===== src/rtl/tm1637_pkg.sv =====
// Shared definitions for the TM1637 frame sequencer and its bus bit engine.
// Contents: bit-engine op encodings, TM1637 command bytes, controller state
// enum and a helper that builds the display-control command byte.
package tm1637_pkg;

  typedef enum logic [1:0] {
    OP_START = 2'd0,
    OP_BYTE  = 2'd1,
    OP_STOP  = 2'd2
  } op_e;

  localparam logic [7:0] CMD_DATA_AUTO = 8'h40;
  localparam logic [7:0] CMD_ADDR0     = 8'hC0;
  localparam logic [7:0] CMD_CTRL      = 8'h80;

  typedef enum logic [2:0] {
    ST_IDLE,
    ST_START,
    ST_BYTE,
    ST_STOP,
    ST_FINISH
  } state_e;

  // Display control: bit 3 enables the display, bits 2:0 select pulse width.
  function automatic logic [7:0] ctrl_byte(input logic on, input logic [2:0] bright);
    return CMD_CTRL | {4'b0000, on, bright};
  endfunction

endpackage


===== src/rtl/tm1637_bit_engine.sv =====
// Tick-paced TM1637 two-wire bit engine.
// Executes one START, BYTE (8 data bits LSB first plus ACK) or STOP op at a
// time, advancing exactly one step per prescaler tick.
// Ports:
//   clk_50M, rst_n   clock, async active-low reset
//   run              prescaler enable (frame in progress)
//   op_valid/op/op_byte  requested op; accepted on a tick while op_ready
//   op_ready         engine is between ops
//   op_done          combinational, high on the tick that finishes an op
//   ack_bit          synchronised DIO level, valid with op_done of a BYTE
//   bus_clk          TM1637 CLK pin
//   bus_dio_oe       1 = pull DIO low
//   dio_in           raw DIO pin readback
module tm1637_bit_engine
  import tm1637_pkg::*;
#(
  parameter int CLK_DIV = 250
) (
  input  logic       clk_50M,
  input  logic       rst_n,
  input  logic       run,
  input  logic       op_valid,
  input  logic [1:0] op,
  input  logic [7:0] op_byte,
  output logic       op_ready,
  output logic       op_done,
  output logic       ack_bit,
  output logic       bus_clk,
  output logic       bus_dio_oe,
  input  logic       dio_in
);

  localparam int CW = (CLK_DIV > 1) ? $clog2(CLK_DIV) : 1;
  localparam logic [CW-1:0] CNT_LAST = CW'(CLK_DIV - 1);

  logic [CW-1:0] count;
  logic          tick;
  logic          sync1, sync2;
  logic          active;
  op_e           op_r;
  logic [7:0]    byte_r;
  logic [4:0]    step;

  op_e        cur_op;
  logic [7:0] cur_byte;
  logic [4:0] cur_step;
  logic       last_step;
  logic       clk_nx, oe_nx;
  logic       fire;

  assign tick = run && (count == CNT_LAST);

  always_ff @(posedge clk_50M or negedge rst_n) begin
    if (!rst_n) count <= '0;
    else if (!run || tick) count <= '0;
    else count <= count + 1'b1;
  end

  always_ff @(posedge clk_50M or negedge rst_n) begin
    if (!rst_n) begin
      sync1 <= 1'b1;
      sync2 <= 1'b1;
    end else begin
      sync1 <= dio_in;
      sync2 <= sync1;
    end
  end

  // While idle the first step of a newly offered op is executed on the very
  // tick that accepts it, so consecutive ops run on consecutive ticks.
  always_comb begin
    cur_op    = active ? op_r : op_e'(op);
    cur_byte  = active ? byte_r : op_byte;
    cur_step  = active ? step : 5'd0;
    clk_nx    = bus_clk;
    oe_nx     = bus_dio_oe;
    last_step = 1'b0;
    case (cur_op)
      OP_START: begin
        if (cur_step == 5'd0) begin
          oe_nx = 1'b1;
        end else begin
          clk_nx    = 1'b0;
          last_step = 1'b1;
        end
      end
      OP_BYTE: begin
        // Even steps drop CLK and set DIO; odd steps raise CLK. Steps 16/17
        // are the ACK slot with DIO released.
        if (!cur_step[0]) begin
          clk_nx = 1'b0;
          oe_nx  = (cur_step < 5'd16) ? ~cur_byte[cur_step[3:1]] : 1'b0;
        end else begin
          clk_nx    = 1'b1;
          last_step = (cur_step == 5'd17);
        end
      end
      OP_STOP: begin
        case (cur_step)
          5'd0: begin
            clk_nx = 1'b0;
            oe_nx  = 1'b1;
          end
          5'd1: clk_nx = 1'b1;
          default: begin
            oe_nx     = 1'b0;
            last_step = 1'b1;
          end
        endcase
      end
      default: last_step = 1'b1;
    endcase
  end

  assign fire     = tick && (active || op_valid);
  assign op_done  = fire && last_step;
  assign op_ready = !active;
  assign ack_bit  = sync2;

  always_ff @(posedge clk_50M or negedge rst_n) begin
    if (!rst_n) begin
      active     <= 1'b0;
      op_r       <= OP_START;
      byte_r     <= 8'h00;
      step       <= 5'd0;
      bus_clk    <= 1'b1;
      bus_dio_oe <= 1'b0;
    end else if (!run) begin
      active <= 1'b0;
      step   <= 5'd0;
    end else if (fire) begin
      bus_clk    <= clk_nx;
      bus_dio_oe <= oe_nx;
      if (last_step) begin
        active <= 1'b0;
        step   <= 5'd0;
      end else begin
        active <= 1'b1;
        step   <= cur_step + 5'd1;
        op_r   <= cur_op;
        byte_r <= cur_byte;
      end
    end
  end

endmodule


===== src/rtl/tm1637_display_ctrl.sv =====
// TM1637 4-digit LED frame sequencer.
// On update it snapshots the segment bytes, brightness and on/off state and
// sends: START 0x40 STOP, START 0xC0 digit0..digitN-1 STOP,
// START (0x80|on<<3|brightness) STOP, through tm1637_bit_engine.
// Ports:
//   clk_50M, rst_n       clock, async active-low reset
//   update               one-cycle frame request (merged into one pending
//                        request while busy)
//   digits               segment bytes, digit 0 in [7:0]
//   brightness, display_on  control byte fields
//   busy, done, ack_err  frame status; ack_err = some ACK sampled high
//   tm1637_clk           bus clock (push-pull)
//   tm1637_dio_oe        1 = pull DIO low
//   tm1637_dio_in        DIO pin readback
module tm1637_display_ctrl
  import tm1637_pkg::*;
#(
  parameter int CLK_DIV    = 250,
  parameter int NUM_DIGITS = 4
) (
  input  logic                    clk_50M,
  input  logic                    rst_n,
  input  logic                    update,
  input  logic [8*NUM_DIGITS-1:0] digits,
  input  logic [2:0]              brightness,
  input  logic                    display_on,
  output logic                    busy,
  output logic                    done,
  output logic                    ack_err,
  output logic                    tm1637_clk,
  output logic                    tm1637_dio_oe,
  input  logic                    tm1637_dio_in
);

  localparam logic [2:0] LAST_DATA_IDX = 3'(NUM_DIGITS);

  state_e state, state_nx;
  logic [1:0] seg, seg_nx;
  logic [2:0] idx, idx_nx;
  logic [2:0] last_idx;
  logic       pending, pending_nx;
  logic       ack_acc, ack_acc_nx;
  logic       done_nx, ack_err_nx;
  logic       latch;

  logic [8*NUM_DIGITS-1:0] digits_lat;
  logic [2:0]              bright_lat;
  logic                    on_lat;

  logic       op_valid, op_ready, op_done, ack_bit;
  logic [1:0] op;
  logic [7:0] op_byte;

  assign busy = (state != ST_IDLE);

  tm1637_bit_engine #(
    .CLK_DIV(CLK_DIV)
  ) u_engine (
    .clk_50M   (clk_50M),
    .rst_n     (rst_n),
    .run       (busy),
    .op_valid  (op_valid),
    .op        (op),
    .op_byte   (op_byte),
    .op_ready  (op_ready),
    .op_done   (op_done),
    .ack_bit   (ack_bit),
    .bus_clk   (tm1637_clk),
    .bus_dio_oe(tm1637_dio_oe),
    .dio_in    (tm1637_dio_in)
  );

  // Segment 1 carries the address byte followed by the digits; the other
  // segments are a single command byte.
  always_comb begin
    op_byte  = CMD_DATA_AUTO;
    last_idx = 3'd0;
    case (seg)
      2'd0: op_byte = CMD_DATA_AUTO;
      2'd1: begin
        last_idx = LAST_DATA_IDX;
        op_byte  = CMD_ADDR0;
        for (int i = 0; i < NUM_DIGITS; i++) begin
          if (idx == 3'(i + 1)) op_byte = digits_lat[8*i +: 8];
        end
      end
      default: op_byte = ctrl_byte(on_lat, bright_lat);
    endcase
  end

  always_comb begin
    state_nx   = state;
    seg_nx     = seg;
    idx_nx     = idx;
    ack_acc_nx = ack_acc;
    done_nx    = 1'b0;
    ack_err_nx = ack_err;
    pending_nx = pending | (update && (state != ST_IDLE));
    latch      = 1'b0;
    op_valid   = 1'b0;
    op         = OP_START;
    case (state)
      ST_IDLE: begin
        if (update) begin
          latch      = 1'b1;
          seg_nx     = 2'd0;
          ack_acc_nx = 1'b0;
          state_nx   = ST_START;
        end
      end
      ST_START: begin
        op_valid = 1'b1;
        op       = OP_START;
        if (op_done) begin
          idx_nx   = 3'd0;
          state_nx = ST_BYTE;
        end
      end
      ST_BYTE: begin
        op_valid = 1'b1;
        op       = OP_BYTE;
        if (op_done) begin
          ack_acc_nx = ack_acc | ack_bit;
          if (idx == last_idx) state_nx = ST_STOP;
          else idx_nx = idx + 3'd1;
        end
      end
      ST_STOP: begin
        op_valid = 1'b1;
        op       = OP_STOP;
        if (op_done) begin
          if (seg == 2'd2) begin
            state_nx = ST_FINISH;
          end else begin
            seg_nx   = seg + 2'd1;
            state_nx = ST_START;
          end
        end
      end
      ST_FINISH: begin
        // A merged pending request restarts directly, keeping busy high,
        // and samples the inputs present now rather than at request time.
        if (op_ready) begin
          done_nx    = 1'b1;
          ack_err_nx = ack_acc;
          pending_nx = 1'b0;
          if (pending || update) begin
            latch      = 1'b1;
            seg_nx     = 2'd0;
            ack_acc_nx = 1'b0;
            state_nx   = ST_START;
          end else begin
            state_nx = ST_IDLE;
          end
        end
      end
      default: state_nx = ST_IDLE;
    endcase
  end

  always_ff @(posedge clk_50M or negedge rst_n) begin
    if (!rst_n) begin
      state   <= ST_IDLE;
      seg     <= 2'd0;
      idx     <= 3'd0;
      pending <= 1'b0;
      ack_acc <= 1'b0;
      done    <= 1'b0;
      ack_err <= 1'b0;
    end else begin
      state   <= state_nx;
      seg     <= seg_nx;
      idx     <= idx_nx;
      pending <= pending_nx;
      ack_acc <= ack_acc_nx;
      done    <= done_nx;
      ack_err <= ack_err_nx;
    end
  end

  always_ff @(posedge clk_50M or negedge rst_n) begin
    if (!rst_n) begin
      digits_lat <= '0;
      bright_lat <= 3'd0;
      on_lat     <= 1'b0;
    end else if (latch) begin
      digits_lat <= digits;
      bright_lat <= brightness;
      on_lat     <= display_on;
    end
  end

endmodule


===== config.mk =====
export PLATFORM = sky130hd
export DESIGN_NAME = tm1637_display_ctrl
export DESIGN_NICKNAME = d
export VERILOG_FILES = /design/src/rtl/tm1637_pkg.sv /design/src/rtl/tm1637_bit_engine.sv /design/src/rtl/tm1637_display_ctrl.sv
export SDC_FILE = /design/constraint.sdc
export NUM_CORES = 1
export LEC_CHECK = 0
export CAP_MARGIN = 20
export CORE_MARGIN = 2
export CORE_UTILIZATION = 25
export DETAILED_ROUTE_END_ITERATION = 16
export PLACE_DENSITY = 0.46
export SYNTH_ARGS = -nofsm -noshare
export SYNTH_HDL_FRONTEND = slang
export SYNTH_HIERARCHICAL = 1
export SYNTH_SLANG_ARGS = --single-unit
export TNS_END_PERCENT = 5

===== constraint.sdc =====
create_clock -name clk_50M -period 2.8 [get_ports clk_50M]
set_input_delay 0.7 -clock clk_50M [delete_from_list [all_inputs] [get_ports clk_50M]]
set_output_delay 0.7 -clock clk_50M [all_outputs]
set_load 0.01 [all_outputs]

# == Word-level counts from Yosys, hierarchy flattened ==
# Cells that the tools add are included.
# op_classes
n_eq_ne,31
add_sub_neg,4
order_cmp,2
mux,65
bitwise,5
n_reduce_logical,27
# ops
operator,n
8-bit two-way mux,6
3-bit two-way mux,11
"2-bit inequality test, second input constant",13
1-bit two-way mux,25
5-bit two-way mux,4
6-bit AND reduction,3
8-bit case mux with 2 select lines,1
3-bit case mux with 5 select lines,1
"3-bit by 2-bit equality test with 1-bit output, second input constant",4
2-bit two-way mux,6
1-bit case mux with 3 select lines,4
3-bit nonzero test,4
5-bit AND reduction,2
"8-bit by 1-bit adder with 8-bit output, second input constant",1
"8-bit equality test, second input constant",1
"3-bit by 1-bit equality test with 1-bit output, second input constant",2
"3-bit equality test, second input constant",2
1-bit case mux with 2 select lines,3
2-bit case mux with 3 select lines,1
3-bit case mux with 2 select lines,1
"5-bit by 1-bit adder with 5-bit output, second input constant",1
"5-bit by 1-bit equality test with 1-bit output, second input constant",1
"5-bit equality test, second input constant",1
5-bit logical NOT,1
24 further kinds,35
# totals
word_cells,153
input_bits,40
register_bits,76

# == Longest topological paths before layout ==
# Gate-level depths: netlist of run 1.
# logic_depth
word_depth,13
ltp_mapped,14

# == Hierarchy ==
# Netlist of run 1, hierarchy kept.
# modules_own_cells
module,area_per_inst_um2,n_inst,cells_each
tm1637_display_ctrl,2587.5,1,214
tm1637_bit_engine,1521.5,1,136

# == Worst setup path before layout of run 1 ==
# Ideal clock, no wire load.
# synth_timing
path_kind,reg2reg
startpoint,reg u_engine.active
endpoint,reg idx[2]
path_stages_with_launch,12
setup_time_ns,0.128
arrival_time_ns,2.698
path_slack_ns,-0.025
path_cell_list,dfrtp_1 > buf_1 > mux2_2 > ha_1 > and3_1 > a32oi_1 > o21ai_0 > and2_1 > nand2b_4 > nor2_1 > a31oi_1 > mux2_1
# synth_rtl
item,line,text
"start, declared",tm1637_bit_engine.sv:39,logic active;
"start signal, assigned",tm1637_bit_engine.sv:122,active <= 1'b0;
"start signal, assigned",tm1637_bit_engine.sv:129,active <= 1'b0;
"start signal, assigned",tm1637_bit_engine.sv:135,active <= 1'b0;
2-bit two-way mux (*),tm1637_bit_engine.sv:72,cur_op = active ? op_r : op_e'(op);
via u_engine.cur_op[0],tm1637_bit_engine.sv:44,op_e cur_op;
2-bit equality test (tied with other cells),tm1637_bit_engine.sv:78,case (cur_op)
1-bit case mux with 3 select lines (*),tm1637_bit_engine.sv:78,
1-bit logical AND (*),tm1637_bit_engine.sv:116,assign op_done = fire && last_step;
via op_done,tm1637_display_ctrl.sv:50,"logic op_valid, op_ready, op_done, ack_bit;"
2-bit inequality test (no line),n/a,
4-bit AND reduction (no line) (*),n/a,
"end signal, assigned",tm1637_display_ctrl.sv:173,idx <= idx_nx;
"end, declared",tm1637_display_ctrl.sv:39,"logic [2:0] idx, idx_nx;"
# The timed path passes the listed nets; every way through them passes the cells marked *.
# A chain may end at the register's enable or synchronous reset.

# == Worst setup path in the final report of run 1 ==
# layout_timing
startpoint,reg state[2]
endpoint,reg state[0]
# layout_between
elab_chain_cells,8
# layout_rtl
item,line,text
"start, declared",tm1637_display_ctrl.sv:37,"state_e state, state_nx;"
"start signal, assigned",tm1637_display_ctrl.sv:171,state <= state_nx;
3-bit by 2-bit equality test with 1-bit output,tm1637_display_ctrl.sv:102,case (state)
2-bit case mux with 2 select lines (*),tm1637_display_ctrl.sv:102,
via op[0],tm1637_display_ctrl.sv:51,logic [1:0] op;
2-bit two-way mux (*),tm1637_bit_engine.sv:72,
via u_engine.cur_op[0],tm1637_bit_engine.sv:44,
2-bit equality test (tied with other cells),tm1637_bit_engine.sv:78,
1-bit case mux with 3 select lines (*),tm1637_bit_engine.sv:78,
1-bit logical AND (*),tm1637_bit_engine.sv:116,
via op_done,tm1637_display_ctrl.sv:50,
2-bit inequality test (no line),n/a,
6-bit AND reduction (no line) (*),n/a,
# Marked as above.

==> run summary, run 1 <==
status: finished, final reports clean
CP max FO: 4
RSZ-0062 raised after global routing: no
Non-Filler Instances: 635
CTS Buffer Depth: 2
fmax: 368 MHz
Switch Pwr: 518 uW
Layout area overhead: 28.2%
Critical Path RT: 3.03 ns
routed wire length: 9500 um
H-tree depth: 3
M1 GR Usage: 0.154
total die area: 17500 um2
crit path buf inv count: 1
post-synthesis cell area: 4110 um2
gr busiest metal: met2
# rows: 46
Avg Inst Size Synth: 11.7 um2
clk root buf: clkbuf_16
grt ovf: 0
Die Ht: 132 um
antenna viol nets, final: 0
Post-synth top cells: 73 x dfrtp_1, 35 x nand2_1, 30 x mux2_4, 23 x nor2_1, 18 x o21ai_0
clk_lat worst skew: 0.35 ns
first-iteration detailed-routing DRC count: 243
Post-CTS Hold Buffers: 0
Slew @ Worst Pin: 0.631 ns
initial antenna violation count: 0
HPWL after DPL: 6820 um
Primary FF master, synth: dfrtp_1
fin crit share: 0.970
Slew HR: 0.577
Initial Util: 0.257
top post-synthesis cells by area: dfrtp_1 44%, mux2_4 11%, ha_1 4.6%
Port Buf Inserts: 44
Comb pwr share: 0.034
Nets: 469
Pint: 1940 uW
Warnings, synthesis: 6
Clock power frac: 0.517
CP Capture Type: register
grt met2 use: 0.174
TritonRoute pass-1 iters: 4
Tmin final: 2.72 ns
Max Cap Viol: 0
Netlist cell types: 57
post-synthesis cell count: 350
Critical Path AT: 2.95 ns
core area: 16000 um2
crit-path cells: nand2b_4, nor2_2, mux2_2, ha_2, and3_1, a32oi_2, o21ai_0, and2_4, buf_4, nor3_1, a221oi_2, mux2_1
most common cell in the synthesized netlist: dfrtp_1
clock slew seen by the registers of the worst setup and hold paths: 0.06 ns
Chip Width: 132 um
P_leak: 0.00226 uW
Sink Count: 76
Placer Congestion: 0.888
register area share after synthesis: 0.464
Slew Viols, Final: 0
startpoint types: register
GR Util met3: 0.0208
CP Class: register to register
first-pass GRT wire length: 15700 um
layout cells sized above 1: 0.267
Async S/R FF share, synth: 1.00
post-synth top area cell: dfrtp_1
total power: 2450 uW
drt wl/cell: 15.0 um
synthesized net count: 405
antenna fix cells: 0
final setup vio count: 0
Power per Cell Area: 466 nW/um2
family with the most delay on the worst path: simple AND/OR/NAND/NOR gates
Yosys top cell area share: 0.445
Final Hold Fails: 0
DRC viols: 0
slowest CP cell: dfrtp_1
Seq pwr share: 0.449
pin count of the biggest net entering global routing: 41
total number of vias: 2900
Via density: 4.57
type of the most critical hold path: input port to async pin
Total Routing Usage GR: 0.115
Synth Register Bits: 76
setup TNS: 0 ns
switch share: 0.211
CP max stage delay: 0.42 ns
I/O pin cnt: 45
Final Skew: 0.00527 ns
CTS tree: yes
worst IR drop on VDD: 0.264 mV
TritonCTS Buffers: 9
cell count after placement: 617
Post-synth EDFFs: 0
number of global-route vias before repair: 2956
-- state kept, by name, indices dropped and copies added (netlist names), 2 cells and up --
name,count
digits_lat,32
u_engine/byte_r,8
u_engine/count,8
u_engine/step,5
bright_lat,3
idx,3
state,3
seg,2
u_engine/op_r,2
-- kinds of logic (layout without fill, tap and decap cells) --
family / count (synthesis) / count (layout) / synth area share
buf+inv: 30 / 99 / 0.0466
compound gates: 63 / 63 / 0.113
simple gates: 99 / 99 / 0.121
mux: 57 / 57 / 0.188
flops: 76 / 76 / 0.464
xor+xnor: 10 / 10 / 0.0213
fa+ha+maj: 15 / 15 / 0.0457
-- through the flow --
stage | utilization | setup WS [ns] | area, um2 | hold WS, ns
global placement | 0.306 | 0.122 | 4890 | 0.352
CTS | 0.327 | 0.00899 | 5230 | 0.362
finish | 0.329 | 0.0846 | 5270 | 0.343
global route | 0.329 | 0.00755 | 5270 | 0.364
detailed placement | 0.306 | -0.0193 | 4890 | 0.353
floorplan | - | 0.0218 | 4110 | 0.345
-- worst paths after layout --
check	endpoint	cells after the start	startpoint	slack, ns
worst min-delay path	ack_err$_DFFE_PN0P_	1	rst_n	0.34
worst max-delay path	state[0]$_DFFE_PN0P_	12	state[2]$_DFFE_PN0P_	0.08
worst min register to register	u_engine/ack_bit$_DFF_PN1_	0	u_engine/sync1$_DFF_PN1_	0.36
worst max register to register	state[0]$_DFFE_PN0P_	12	state[2]$_DFFE_PN0P_	0.08
min in group clk_50M	u_engine/ack_bit$_DFF_PN1_	0	u_engine/sync1$_DFF_PN1_	0.36
max in group asynchronous	state[1]$_DFFE_PN0P_	2	rst_n	1.83
-- per-layer routing --
layer	up-vias	wire length, um
li1	1383	-
met1	1453	4590
met2	52	4450
met3	12	228
met4	0	236
met5	-	0
-- power groups by stage --
stage | logic [uW] | registers, uW | clock network [uW]
2_1_floorplan | 2.30 | 1120 | 0
3_3_place_gp | 87.9 | 1120 | 0
3_5_place_dp | 87.6 | 1120 | 0
4_1_cts | 87.7 | 1100 | 1310
5_1_grt | 93.0 | 1100 | 1360
6_report | 83.9 | 1100 | 1270
-- cell usage in the layout (no fill, tap or decap), types with 3 or more instances in the layout --
| master | netlist | layout |
|---|---|---|
| mux2_1 | 9 | 9 |
| buf_4 | 2 | 23 |
| nor2b_1 | 4 | 4 |
| and3_1 | 5 | 5 |
| buf_12 | 4 | 3 |
| mux2_4 | 30 | 30 |
| xor2_1 | 5 | 5 |
| nor3b_1 | 4 | 3 |
| o31ai_1 | 4 | 4 |
| o211ai_1 | 3 | 3 |
| a221oi_1 | 6 | 6 |
| xnor2_1 | 5 | 5 |
| dfstp_2 | 3 | 3 |
| dfrtp_1 | 73 | 71 |
| nor3_1 | 4 | 4 |
| clkdlybuf4s50_1 | 0 | 43 |
| inv_1 | 14 | 14 |
| a31oi_1 | 7 | 6 |
| a21oi_1 | 4 | 4 |
| clkbuf_16 | 0 | 9 |
| nor2_1 | 23 | 21 |
| ha_1 | 15 | 14 |
| o21ai_0 | 18 | 18 |
| nor2_2 | 2 | 4 |
| o21ai_1 | 4 | 4 |
| mux2_2 | 14 | 14 |
| nand3_1 | 6 | 6 |
| nand2_1 | 35 | 35 |
-- final cells by class --
class	instances	area [um2]
inverters	14	52.6
flip-flops and latches	76	1910
clock buffers	9	225
multi-input cells	244	2050
repair buffers	69	663
well taps	216	270
clock inverters	7	98.8
fillers	1649	10700
-- repair_timing --
action / 4_1_cts / 5_1_grt
hold endpoints to repair: 0 / 0
pin swaps: 1 / 0
resized for setup: 0 / 11
setup endpoints to repair: 2 / 4
buffers inserted: 2 / 0
Note: power is estimated with default switching activity, not from simulation.
==> run 2: changes to the inputs <==
- ABC_CLOCK_PERIOD_IN_PS: not set -> 2500
- PLACE_DENSITY: 0.46 -> 0.45
- clock period: 2.8 -> 2.5 ns (I/O delays scaled with it)
==> run summary, run 2 (synthesis gave the netlist of run 1 again) <==
multi-input logic area: 2130 um2
cell count after placement: 637
reg2reg setup slack: -0.01 ns
Design Area, Final: 5460 um2
CP Capture Type: register
final setup vio count: 2
first-iteration detailed-routing DRC count: 199
# rows: 46
fillers: 1663
Nets: 490
slowest CP cell: or4b_4
RSZ-0062 raised after global routing: yes
I/O pin cnt: 45
most frequent cell on the critical path: buf_4
total die area: 17500 um2
worst IR drop on VDD: 0.369 mV
FF/Latch Area: 1910 um2
CTS tree: yes
Total Routing Usage GR: 0.115
startpoint types: register
failing checks: setup timing
HPWL after DPL: 7060 um
Non-Filler Instances: 656
most common cell after layout, fill and taps aside: dfrtp_1
layout cells sized above 1: 0.318
fin crit share: 1.01
pin count of the biggest net entering global routing: 37
Layout area overhead: 32.8%
R2R cell count: 11
Max Cap Viol: 0
CP max FO: 6
grt ovf: 0
core area: 16000 um2
clock slew seen by the registers of the worst setup and hold paths: 0.06 ns
clk root buf: clkbuf_16
antenna viol nets, final: 0
initial antenna violation count: 0
Initial Util: 0.257
Tmin final: 2.51 ns
number of flip-flops in the largest register: 32
Critical Path RT: 2.73 ns
family with the most delay on the worst path: simple AND/OR/NAND/NOR gates
Setup WS post-layout: -0.0145 ns
antenna fix cells: 0
Most flops, register: digits_lat
TritonRoute pass-1 iters: 4
total number of vias: 2912
CP max stage delay: 0.50 ns
dpl cell area: 5120 um2
Critical Path AT: 2.74 ns
crit path buf inv count: 2
worst r2r src: u_engine/active$_DFFE_PN0P_
clk_lat worst skew: 0.34 ns
Via density: 4.44
Die Ht: 132 um
Final Skew: 0.0103 ns
CP Class: register to register
Port Buf Inserts: 44
most frequent cells in the layout: 70 x dfrtp_1, 44 x buf_4, 42 x clkdlybuf4s50_1, 33 x mux2_4, 32 x nand2_1
type of the most critical hold path: input port to async pin
drt wl/cell: 14.4 um
crit-path cells: nand2_4, ha_4, or4b_4, a32oi_2, o21ai_1, and2_4, nand2b_4, buf_4, nor3_4, buf_4, mux2_2
first-pass GRT wire length: 16000 um
TritonCTS Buffers: 9
Final Hold Fails: 0
H-tree depth: 3
Chip Width: 132 um
DRC viols: 0
Placer Congestion: 0.803
Largest regs: digits_lat (32), u_engine/byte_r (8), u_engine/count (8)
Slew HR: 0.673
status: finished with violations
Slew @ Worst Pin: 0.488 ns
Post-CTS Hold Buffers: 0
CTS Buffer Depth: 2
RR Endpoint: seg[0]$_DFFE_PN0P_
fmax: 398 MHz
Slew Viols, Final: 0
number of global-route vias before repair: 3098
Power per Cell Area: 463 nW/um2
Sink Count: 76
routed wire length: 9470 um
P_leak: 0.00237 uW
## run 2: routing by layer
metal | track usage | vias to the layer above | wire [um]
li1 | - | 1420 | -
met1 | 0.150 | 1429 | 4590
met2 | 0.183 | 51 | 4430
met3 | 0.0258 | 12 | 269
met4 | 0.0496 | 0 | 183
met5 | 0 | - | 0
## run 2: timing repair
action	in CTS	in global routing
buffers inserted	0	3
pin swaps	3	6
setup endpoints to repair	7	7
resized for setup	3	9
hold endpoints to repair	0	0
## run 2: cell type report
| class | instances | area share |
|---|---|---|
| Tap cell | 216 | 0.0495 |
| Inverter | 14 | 0.00963 |
| Timing Repair Buffer | 90 | 0.150 |
| Clock inverter | 5 | 0.00711 |
| Multi-Input combinational cell | 244 | 0.391 |
| Clock buffer | 11 | 0.0426 |
| Sequential cell | 76 | 0.350 |
## run 2: worst max path at each step
stage | endpoint | cells past startpoint | from | slack [ns]
after floorplan | idx[2]$_DFFE_PN0P_ | 11 | u_engine/active$_DFFE_PN0P_ | -0.07
after global placement | idx[2]$_DFFE_PN0P_ | 10 | u_engine/active$_DFFE_PN0P_ | -0.04
after detailed placement | idx[2]$_DFFE_PN0P_ | 10 | u_engine/active$_DFFE_PN0P_ | -0.09
after CTS | seg[0]$_DFFE_PN0P_ | 14 | state[1]$_DFFE_PN0P_ | 0.0002
after global routing | seg[0]$_DFFE_PN0P_ | 14 | state[1]$_DFFE_PN0P_ | -0.12
final | seg[0]$_DFFE_PN0P_ | 11 | u_engine/active$_DFFE_PN0P_ | -0.01
## run 2: stage by stage
step | TNS [ns] | hold WS (ns) | worst slack [ns] | power (uW) | util
after floorplan | -0.0710 | 0.329 | -0.0710 | 1260 | -
after global placement | -0.0494 | 0.348 | -0.0394 | 1350 | 0.320
after detailed placement | -0.194 | 0.349 | -0.0949 | 1360 | 0.320
after CTS | 0 | 0.262 | 0.000199 | 2580 | 0.337
after global routing | -0.518 | 0.280 | -0.122 | 2640 | 0.341
final | -0.0283 | 0.245 | -0.0145 | 2520 | 0.341
## run 2: where the power goes
part	switching [uW]	leakage (uW)	internal, uW
logic	37.2	0.00123	58.6
clock network	521	0.000118	674
registers	0.427	0.00102	1230
==> run 3: changes to the inputs <==
- ABC_CLOCK_PERIOD_IN_PS: 2500 -> 2600
- clock period: 2.5 -> 2.6 ns (I/O delays scaled with it)
==> run summary, run 3 (synthesis gave the netlist of run 1 again) <==
status: finished, final reports clean
Non-Filler Instances: 646
type of the most critical hold path: input port to async pin
total power: 2570 uW
DRC viols: 0
Nets: 480
clk root buf: clkbuf_16
most common cell after layout, fill and taps aside: dfrtp_1
core area: 16000 um2
worst r2r src: u_engine/active$_DFFE_PN0P_
grt ovf: 0
Initial Util: 0.257
fmax: 398 MHz
Final Skew: 0.00534 ns
family with the most delay on the worst path: buffers and inverters
number of global-route vias before repair: 3094
total number of vias: 2843
cell count after placement: 625
routed wire length: 9370 um
Placer Congestion: 0.869
initial antenna violation count: 0
CP Class: register to output pin
number of flip-flops in the largest register: 32
CP max stage delay: 0.49 ns
Port Buf Inserts: 44
slowest CP cell: clkdlybuf4s50_1
crit-path cells: buf_4, or3_4, clkdlybuf4s50_1
crit path buf inv count: 2
I/O pin cnt: 45
Slew HR: 0.667
Design Area, Final: 5400 um2
Power per Cell Area: 476 nW/um2
clk_lat worst skew: 0.34 ns
total die area: 17500 um2
fin crit share: 0.966
clock slew seen by the registers of the worst setup and hold paths: 0.06 ns
CTS tree: yes
Final Hold Fails: 0
antenna fix cells: 0
P_leak: 0.00233 uW
TritonRoute pass-1 iters: 4
Critical Path Start: state[1]$_DFFE_PN0P_
most frequent cells in the layout: 72 x dfrtp_1, 43 x clkdlybuf4s50_1, 34 x buf_4, 32 x nand2_1, 32 x mux2_4
CTS Buffer Depth: 2
Largest regs: digits_lat (32), u_engine/byte_r (8), u_engine/count (8)
Most flops, register: digits_lat
H-tree depth: 3
first-iteration detailed-routing DRC count: 182
Via density: 4.40
CP max FO: 10
antenna viol nets, final: 0
Chip Width: 132 um
Critical Path AT: 1.86 ns
setup TNS: 0 ns
worst IR drop on VDD: 0.382 mV
drt wl/cell: 14.5 um
Slew Viols, Final: 0
layout cells sized above 1: 0.305
Layout area overhead: 31.5%
CP Capture Type: output pin
Tmin final: 2.51 ns
Sink Count: 76
Critical Path RT: 1.95 ns
dpl cell area: 5000 um2
RSZ-0062 raised after global routing: yes
# rows: 46
first-pass GRT wire length: 15700 um
Slew @ Worst Pin: 0.497 ns
Die Ht: 132 um
HPWL after DPL: 6880 um
TritonCTS Buffers: 9
Finished Core Util: 0.338
Max Cap Viol: 0
final setup vio count: 0
Total Routing Usage GR: 0.113
pin count of the biggest net entering global routing: 55
startpoint types: register
run 3: area by class of cell:
cell class,count,area [um2]
clock buffers,10,239
clock inverters,6,72.6
fillers,1641,10600
inverters,14,55.1
multi-input cells,244,2110
flip-flops and latches,76,1910
well taps,216,270
repair buffers,80,746
run 3: timing repair:
action / 4_1_cts / 5_1_grt
buffers inserted: 0 / 5
cloned: 0 / 0
resized for setup: 1 / 14
pin swaps: 0 / 6
setup endpoints to repair: 2 / 7
hold buffers: 0 / 0
run 3: worst paths after layout:
kind,to,slack [ns],cells after the start
min,u_engine/count[0]$_DFF_PN0_,0.21,1
min in group clk_50M,u_engine/ack_bit$_DFF_PN1_,0.36,0
max reg2reg,idx[2]$_DFFE_PN0P_,0.11,10
min reg2reg,u_engine/ack_bit$_DFF_PN1_,0.36,0
max,busy,0.09,3
max in group asynchronous,digits_lat[14]$_DFFE_PN0P_,1.79,2
run 3: power by group:
group          internal, uW  switching, uW  leakage (uW)  total, uW
Clock                   778            521      0.000149       1300
Sequential             1190          0.355       0.00103       1190
Combinational          55.4           34.6       0.00116       90.0
Total                  2020            556       0.00233       2570
run 3: routing by layer:
metal / up-vias / share of wire / global-route usage
met5: - / 0 / 0
met3: 9 / 0.029 / 0.0265
met4: 0 / 0.019 / 0.0496
li1: 1402 / - / -
met1: 1394 / 0.48 / 0.147
met2: 38 / 0.47 / 0.181
run 3: metrics by stage:
step / hold WS [ns] / setup WS, ns
2_1_floorplan: 0.345 / 0.00311
3_3_place_gp: 0.346 / 0.0591
3_5_place_dp: 0.347 / -0.000558
4_1_cts: 0.207 / 0.00992
5_1_grt: 0.226 / -0.0314
6_report: 0.208 / 0.0876
